### config.mk
export PLATFORM = sky130hd
export DESIGN_NAME = sdram_host_adapter
export DESIGN_NICKNAME = d
export VERILOG_FILES = /design/src/rtl/sdram_host_adapter_pkg.sv /design/src/rtl/sdram_host_adapter_rd_assembler.sv /design/src/rtl/sdram_host_adapter.sv
export SDC_FILE = /design/constraint.sdc
export NUM_CORES = 1
export LEC_CHECK = 0
export BUFFER_PORTS_ARGS = -buffer_cell sky130_fd_sc_hd__clkbuf_2
export CAP_MARGIN = 30
export CORE_ASPECT_RATIO = 1.2
export CORE_UTILIZATION = 45
export DETAILED_ROUTE_END_ITERATION = 12
export GPL_TIMING_DRIVEN = 0
export HOLD_SLACK_MARGIN = 0.03
export PLACE_DENSITY = 0.7
export RECOVER_POWER = 25
export SYNTH_ARGS = -nofsm -noshare
export SYNTH_HDL_FRONTEND = slang
export SYNTH_SLANG_ARGS = --single-unit
### constraint.sdc
create_clock -name clk -period 3.9 [get_ports clk]
set_clock_uncertainty 0.2 [all_clocks]
set_input_delay 0.195 -clock clk [delete_from_list [all_inputs] [get_ports clk]]
set_output_delay 0.195 -clock clk [all_outputs]
set_load 0.01 [all_outputs]
### src/rtl/sdram_host_adapter_pkg.sv
// Shared definitions for the SDRAM host adapter: FSM state encoding and
// halfword select constants.
package sdram_host_adapter_pkg;

    typedef enum logic [1:0] {
        IDLE  = 2'd0,
        LO    = 2'd1,
        HI    = 2'd2,
        RWAIT = 2'd3
    } state_e;

    localparam logic LO_HALF = 1'b0;
    localparam logic HI_HALF = 1'b1;

endpackage

### src/rtl/sdram_host_adapter_rd_assembler.sv
// Read beat counter: captures the low and high read beats of one host read and
// emits a single-cycle 32-bit response strobe.
module sdram_rd_assembler #(
    parameter int DW = 16
) (
    input  logic              clk,
    input  logic              rst,
    input  logic              clear_i,
    input  logic              beat_en_i,
    input  logic              bus_rvalid_i,
    input  logic [DW-1:0]     bus_rdata_i,
    output logic              done_o,
    output logic              host_rvalid_o,
    output logic [2*DW-1:0]   host_rdata_o
);

    logic [1:0]          cnt_q;
    logic [DW-1:0]       lo_q;
    logic                rvalid_q;
    logic [2*DW-1:0]     rdata_q;

    always_ff @(posedge clk) begin
        if (rst) begin
            cnt_q    <= '0;
            lo_q     <= '0;
            rvalid_q <= 1'b0;
            rdata_q  <= '0;
        end else begin
            rvalid_q <= 1'b0;
            if (clear_i) begin
                cnt_q <= '0;
            end else if (beat_en_i && bus_rvalid_i) begin
                // beats beyond the second are dropped
                if (cnt_q == 2'd0) begin
                    lo_q  <= bus_rdata_i;
                    cnt_q <= 2'd1;
                end else if (cnt_q == 2'd1) begin
                    rdata_q  <= {bus_rdata_i, lo_q};
                    rvalid_q <= 1'b1;
                    cnt_q    <= 2'd2;
                end
            end
        end
    end

    assign done_o        = (cnt_q == 2'd2);
    assign host_rvalid_o = rvalid_q;
    assign host_rdata_o  = rdata_q;

endmodule

### src/rtl/sdram_host_adapter.sv
// Splits 32-bit host accesses into low/high 16-bit controller accesses and
// reassembles read beats into one host read response.
//
// state | meaning
// IDLE  | ready for a host request
// LO    | low halfword access presented to the controller
// HI    | high halfword access presented to the controller
// RWAIT | read accesses issued, waiting for the second read beat
module sdram_host_adapter
    import sdram_host_adapter_pkg::*;
#(
    parameter  int DW  = 16,
    parameter  int AW  = 23,
    localparam int HDW = 2 * DW,
    localparam int HAW = AW - 1
) (
    input  logic               clk,
    input  logic               rst,
    input  logic               host_read,
    input  logic               host_write,
    input  logic [HAW-1:0]     host_addr,
    input  logic [HDW-1:0]     host_wdata,
    input  logic [HDW/8-1:0]   host_byteenable,
    output logic               host_ready,
    output logic               host_rvalid,
    output logic [HDW-1:0]     host_rdata,
    output logic               bus_read,
    output logic               bus_write,
    output logic [AW-1:0]      bus_addr,
    output logic               bus_burst,
    output logic [2:0]         bus_burst_len,
    output logic [DW-1:0]      bus_wdata,
    output logic [DW/8-1:0]    bus_byteenable,
    input  logic               bus_ready,
    input  logic               bus_rvalid,
    input  logic [DW-1:0]      bus_rdata
);

    state_e             state_q;
    logic               op_wr_q;
    logic [HAW-1:0]     addr_q;
    logic [DW-1:0]      hi_wdata_q;
    logic [DW/8-1:0]    hi_be_q;
    logic               bus_read_q;
    logic               bus_write_q;
    logic [AW-1:0]      bus_addr_q;
    logic [DW-1:0]      bus_wdata_q;
    logic [DW/8-1:0]    bus_be_q;
    logic               accept;
    logic               rd_done;

    assign host_ready = (state_q == IDLE);
    assign accept     = host_ready & (host_read | host_write);

    always_ff @(posedge clk) begin
        if (rst) begin
            state_q     <= IDLE;
            op_wr_q     <= 1'b0;
            addr_q      <= '0;
            hi_wdata_q  <= '0;
            hi_be_q     <= '0;
            bus_read_q  <= 1'b0;
            bus_write_q <= 1'b0;
            bus_addr_q  <= '0;
            bus_wdata_q <= '0;
            bus_be_q    <= '0;
        end else begin
            case (state_q)
                IDLE: begin
                    if (accept) begin
                        op_wr_q    <= host_write;
                        addr_q     <= host_addr;
                        hi_wdata_q <= host_wdata[HDW-1:DW];
                        hi_be_q    <= host_byteenable[HDW/8-1:DW/8];
                        // write wins when read and write arrive together
                        if (!host_write || host_byteenable[DW/8-1:0] != '0) begin
                            state_q     <= LO;
                            bus_read_q  <= ~host_write;
                            bus_write_q <= host_write;
                            bus_addr_q  <= {host_addr, LO_HALF};
                            bus_wdata_q <= host_wdata[DW-1:0];
                            bus_be_q    <= host_byteenable[DW/8-1:0];
                        end else if (host_byteenable[HDW/8-1:DW/8] != '0) begin
                            state_q     <= HI;
                            bus_write_q <= 1'b1;
                            bus_addr_q  <= {host_addr, HI_HALF};
                            bus_wdata_q <= host_wdata[HDW-1:DW];
                            bus_be_q    <= host_byteenable[HDW/8-1:DW/8];
                        end
                    end
                end
                LO: begin
                    if (bus_ready) begin
                        if (!op_wr_q || hi_be_q != '0) begin
                            state_q     <= HI;
                            bus_addr_q  <= {addr_q, HI_HALF};
                            bus_wdata_q <= hi_wdata_q;
                            bus_be_q    <= hi_be_q;
                        end else begin
                            state_q     <= IDLE;
                            bus_read_q  <= 1'b0;
                            bus_write_q <= 1'b0;
                        end
                    end
                end
                HI: begin
                    if (bus_ready) begin
                        bus_read_q  <= 1'b0;
                        bus_write_q <= 1'b0;
                        state_q     <= op_wr_q ? IDLE : RWAIT;
                    end
                end
                RWAIT: begin
                    if (rd_done) begin
                        state_q <= IDLE;
                    end
                end
                default: state_q <= IDLE;
            endcase
        end
    end

    sdram_rd_assembler #(.DW(DW)) u_rd_asm (
        .clk           (clk),
        .rst           (rst),
        .clear_i       (accept),
        .beat_en_i     ((state_q != IDLE) && !op_wr_q),
        .bus_rvalid_i  (bus_rvalid),
        .bus_rdata_i   (bus_rdata),
        .done_o        (rd_done),
        .host_rvalid_o (host_rvalid),
        .host_rdata_o  (host_rdata)
    );

    assign bus_read       = bus_read_q;
    assign bus_write      = bus_write_q;
    assign bus_addr       = bus_addr_q;
    assign bus_wdata      = bus_wdata_q;
    assign bus_byteenable = bus_be_q;
    assign bus_burst      = 1'b0;
    assign bus_burst_len  = 3'd0;

endmodule

## Yosys cells after proc, flatten, opt, wreduce, memory -nomap -nowiden

Index checks and enable logic that the tools add are counted.

- Register bits after elaboration: 137
- Input bits: 80
- Output and inout port bits: 81
- Word-level logic and storage cells: 98

- Equality and inequality tests: 13
- Mux-type cells: 40
- Bitwise gates (word level): 6
- Reductions and logical operators: 25

Operators by type and width:

| kind | count |
|---|---|
| 2-to-1 mux 23 bit | 5 |
| 2-to-1 mux 16 bit | 5 |
| one-hot mux 23 bit (2 select lines) | 1 |
| one-hot mux 16 bit (2 select lines) | 1 |
| 2-to-1 mux 2 bit | 15 |
| AND reduction 6 bit | 2 |
| nonzero test 2 bit | 6 |
| inequality test 2 bit (second input constant) | 5 |
| AND reduction 5 bit | 2 |
| 2-to-1 mux 1 bit | 9 |
| one-hot mux 2 bit (4 select lines) | 1 |
| equality test 2 bit (second input constant) | 3 |
| one-hot mux 1 bit (3 select lines) | 2 |
| equality test 2 x 1 -> 1 bit (second input constant) | 2 |
| zero test 2 bit | 2 |
| inequality test 2 x 1 -> 1 bit (second input constant) | 2 |
| NOT 1 bit | 4 |
| one-hot mux 2 bit (2 select lines) | 1 |
| AND reduction 2 bit | 2 |
| AND reduction 4 bit | 1 |
| OR reduction 4 bit | 1 |
| inequality test 3 x 1 -> 1 bit (second input constant) | 1 |
| AND reduction 3 bit | 1 |
| nonzero test 3 bit | 1 |
| other kinds (6) | 9 |

## Longest topological paths before layout

- Word-level depth: 5
- Gate-level depth with buffers: 9

## Modules after synthesis

Synthesis repeated with hierarchy kept, for this count alone.

- Cell total of the unflattened synthesis: 670
- Area total of the unflattened synthesis: 6110.9 sq um

By module, submodules not included:

| module | instances | cells each | area an instance (sq um) |
|---|---|---|---|
| sdram_host_adapter | 1 | 484 | 4057.6 |
| sdram_rd_assembler | 1 | 186 | 2053.2 |

## Worst setup path before layout

OpenSTA, ideal clock, no wires.

- Path kind: register -> register
- Start point: reg state_q[0]
- End point: reg bus_wdata_q[0] (netlist: bus_wdata[0])
- Library setup time: 123 ps
- Arrival time: 1958 ps
- Path slack: 1619 ps
- Stages on the path, launching flop included: 9
- Period minus slack after synthesis: 2281 ps
- Cell sequence: dfxtp_1 inv_1 ha_1 or3b_1 o21a_1 buf_4 nand2_8 buf_6 mux2_1

- Cells in the longest elaborated chain, start to end: 4

Ends and longest elaborated chain:

| item | RTL line | RTL |
|---|---|---|
| start, declared | sdram_host_adapter.sv:39 | `state_e state_q;` |
| start signal, assigned | sdram_host_adapter.sv:110 | `state_q <= op_wr_q ? IDLE : RWAIT;` |
| zero test 2 bit * | sdram_host_adapter.sv:52 | `assign host_ready = (state_q == IDLE);` |
| named net host_ready | sdram_host_adapter.sv:24 | `output logic host_ready,` |
| AND 1 bit | sdram_host_adapter.sv:53 | `assign accept = host_ready & (host_read \| host_write);` |
| inequality test 2 x 1 -> 1 bit (no source line) | n/a |  |
| AND reduction 5 bit (no source line) | n/a |  |
| end signal, assigned | sdram_host_adapter.sv:81 | `bus_wdata_q <= host_wdata[DW-1:0];` |
| end signal, assigned | sdram_host_adapter.sv:87 | `bus_wdata_q <= host_wdata[HDW-1:DW];` |
| end signal, assigned | sdram_host_adapter.sv:97 | `bus_wdata_q <= hi_wdata_q;` |
| end, declared | sdram_host_adapter.sv:47 | `logic [DW-1:0] bus_wdata_q;` |

The timed path passes the listed nets; every way through them passes the cells marked *.
A chain may end at the register's enable or synchronous reset.

## Final worst setup path

- Start point: reg state_q[0]
- End point: reg u_rd_asm.lo_q[14]

- Cells in the longest elaborated chain, start to end: 4

Ends and longest elaborated chain:

| item | RTL line | RTL |
|---|---|---|
| zero test 2 bit / nonzero test 2 bit (equally long branches) | sdram_host_adapter.sv:52, sdram_host_adapter.sv:127 |  |
| AND 1 bit / logical AND 1 bit (equally long branches) | sdram_host_adapter.sv:53, sdram_host_adapter.sv:127 |  |
| NOT 1 bit (no source line) / logical AND 1 bit (equally long branches) | n/a |  |
| AND reduction 3 bit (no source line) * | n/a |  |
| end signal, assigned | sdram_host_adapter_rd_assembler.sv:35 | `lo_q <= bus_rdata_i;` |
| end, declared | sdram_host_adapter_rd_assembler.sv:18 | `logic [DW-1:0] lo_q;` |

Mark *: on every way between the ends. The rest lies on a longest branch, timed or not.

==> flow_summary_export.csv <==
group,metric,value,unit
clock_tree,postCtsHoldBufs,59,
status,outcome,"finished clean",
logic_synthesis,synth_edf_count,0,
die,die-height,126.4,µm
run,maxCapViolations,0,
timing,worst_pin_slew,0.6107,ns
logic_synthesis,ys.flop_type,"dfxtp_1",
power,irDropWorstVdd,0.3472,mV
critical_path,worst_setup_path_start_kind,"flop",
critical_path,setup.worst_path.end_class,"flop",
logic_synthesis,synthesis.area,5803,µm²
power,power.density,720.5,nW/µm²
global_route,grt_usage,26.22,%
clock_tree,clock-sinks,137,
die,ios,161,
clock_tree,cts_tree,"yes",
critical_path,reg2reg_depth,8,
critical_path,path_max_fanout,10,
logic_synthesis,synthArstFlopShare,0,%
die,die_w,105.7,µm
logic_synthesis,synthesis.instances,700,
timing,rsz0062_at_grt,"false",
logic_synthesis,synth-seq-area-share,47.26,%
die,rows,45,
logic_synthesis,ys.warnings.count,0,
clock_tree,cts_made_buffers,17,
drt,remaining_drc_errors,0,
drt,first_pass_iters,5,
power,p_leak,3.145,nW
final_layout,layout_common_cells,"nand2_1, dfxtp_1, a21oi_1",
global_route,grt.overflow.total,0,
timing,hold_viol,0,
drt,wire_per_inst,15.32,µm
clock_tree,cts_resized,0,
drt,avgViaCountPerCell,5.155,
timing,finalCritPeriodShare,65.92,%
timing,whs,0.05476,ns
global_route,grt_max_degree,17,
critical_path,required,4.03,ns
final_layout,layout.nets,1022,
timing,setup_tns,0,ns
final_layout,final_common_cell,"nand2_1",
final_layout,drive_gt1_share,18.12,%
die,start_util,46.01,%
min_path,worstHoldPathCells,4,
placed_design,place.gp.congestion,0.8213,
placed_design,io_buffers,155,
final_layout,fin_util,62.99,%
timing,setup_viol,0,
timing,slew_violations,0,
logic_synthesis,syn_avg_cell_area,8.290,µm²
timing,slew_headroom,59.29,%
timing,timing.fmax,0.3889,GHz
final_layout,synthToLayoutAreaGrowth,36.89,%
drt,wl,17050,µm
final_layout,diodes,0,
clock_tree,cts_setup_buffers,0,
clock_tree,cts_buffer_depth,2,
logic_synthesis,netlist-cell-type-count,41,
clock_tree,root_buffer,"clkbuf_16",
final_layout,fillerInstances,1144,
critical_path,path_class,"flop to flop",
placed_design,dp_hpwl,11680,µm
drt,initialDrtViolationCount,372,
clock_tree,clock_latency,0.41,ns
clock_tree,htreeDepth,4,
die,core_region_area,12610,µm²
drt,vias,5737,
logic_synthesis,ys_ff_latch,137,
die,die-area,13360,µm²
global_route,grt_pass1_wl,27630,µm
global_route,antenna_found_initial,0,
clock_tree,clk_pin_slew,0.06,ns
global_route,grt_pass1_vias,5751,
min_path,hold_class,"input port to flop",
timing,fin_crit,2.571,ns
drt,final_antenna_net_count,0,
critical_path,crit_arrival,2.70,ns
-- where the power goes --
group	internal, mW	switching (mW)
sequential	1.74	0.177
combinational	0.834	1.28
clock	1.07	0.621
total	3.65	2.08
-- layout make-up --
cell class | count | area [µm²] | share of cell area, %
Sequential cell | 137 | 2743 | 34.53
Multi-Input combinational cell | 482 | 2699 | 33.97
Timing Repair Buffer | 214 | 1300 | 16.36
Clock buffer | 21 | 480.5 | 6.048
Buffer | 63 | 294.0 | 3.701
Tap cell | 164 | 205.2 | 2.583
Clock inverter | 11 | 143.9 | 1.811
Inverter | 21 | 78.83 | 0.9923
-- critical path, stage by stage (launching register included) --
cell      delay [ns]
dfxtp_1         0.40
inv_1           0.11
ha_1            0.31
nor4b_2         0.46
nor2b_1         0.20
clkbuf_1        0.28
buf_2           0.30
nand2_1         0.09
a21oi_1         0.16
-- kinds of logic after synthesis --
family          Yosys count  synth area share [%]
simple gates            251                 19.17
compound gates          181                 18.48
flops                   137                 47.26
buf+inv                  84                 6.425
mux                      39                 7.158
fa+ha+maj                 6                 1.294
other cells               1               0.06462
xor+xnor                  1                0.1510
-- Yosys cell counts, types with 2 or more instances --
cell,number,area [µm²]
buf_2,16,80.08
inv_1,21,78.83
nand2_1,181,679.4
a311oi_1,2,17.52
nor2b_1,19,118.9
mux2_2,7,78.83
o21ai_0,8,40.04
buf_4,8,60.06
clkbuf_1,32,120.1
a2111oi_0,16,140.1
ha_1,6,75.07
mux2_1,9,101.4
nor2_1,4,15.01
or3b_1,3,26.28
buf_1,6,22.52
a21oi_1,120,600.6
o2111ai_1,3,26.28
nor3_1,35,175.2
dfxtp_1,137,2743
mux2i_1,22,220.2
nand2b_1,2,12.51
o21a_1,2,15.01
a211oi_1,23,172.7
-- through the flow --
| step | area (µm²) | power (mW) | setup slack [ns] | instances |
|---|---|---|---|---|
| finish | 7944 | 5.724 | 1.329 | 1113 |
| global route | 7944 | 6.071 | 1.111 | 1113 |
| CTS | 8010 | 5.766 | 1.331 | 1113 |
| detailed placement | 6795 | 4.036 | 1.398 | 1022 |
| global placement | 6795 | 3.995 | 1.424 | 1022 |
| floorplan | 5814 | 3.371 | 1.619 | 703 |
-- layer usage --
metal / up-vias / GRT usage, % / share of wire [%]
li1: 2858 / - / -
met1: 2661 / 29.30 / 40
met2: 190 / 47.83 / 52
met3: 28 / 6.166 / 5.6
met4: 0 / 10.05 / 2.1
met5: - / 0 / 0
-- state kept, by name (all words and copies together), names as in the netlist --
register / flops
state_q: 2
u_rd_asm.host_rdata_o: 32
bus_byteenable: 2
bus_read: 1
hi_wdata_q: 16
u_rd_asm.host_rvalid_o: 1
hi_be_q: 2
addr_q: 22
u_rd_asm.cnt_q: 2
u_rd_asm.lo_q: 16
op_wr_q: 1
bus_addr: 23
bus_wdata: 16
bus_write: 1
-- path summary, 6_finish.rpt --
check                           slack (ns)                        to               start
worst max-delay path                  1.33         u_rd_asm.lo_q[14]          state_q[0]
worst min-delay path                  0.05         bus_byteenable[1]  host_byteenable[0]
worst max register to register        1.33         u_rd_asm.lo_q[14]          state_q[0]
worst min register to register        0.25  u_rd_asm.host_rdata_o[1]    u_rd_asm.lo_q[1]
No activity file was read; power rests on OpenSTA's default activity.
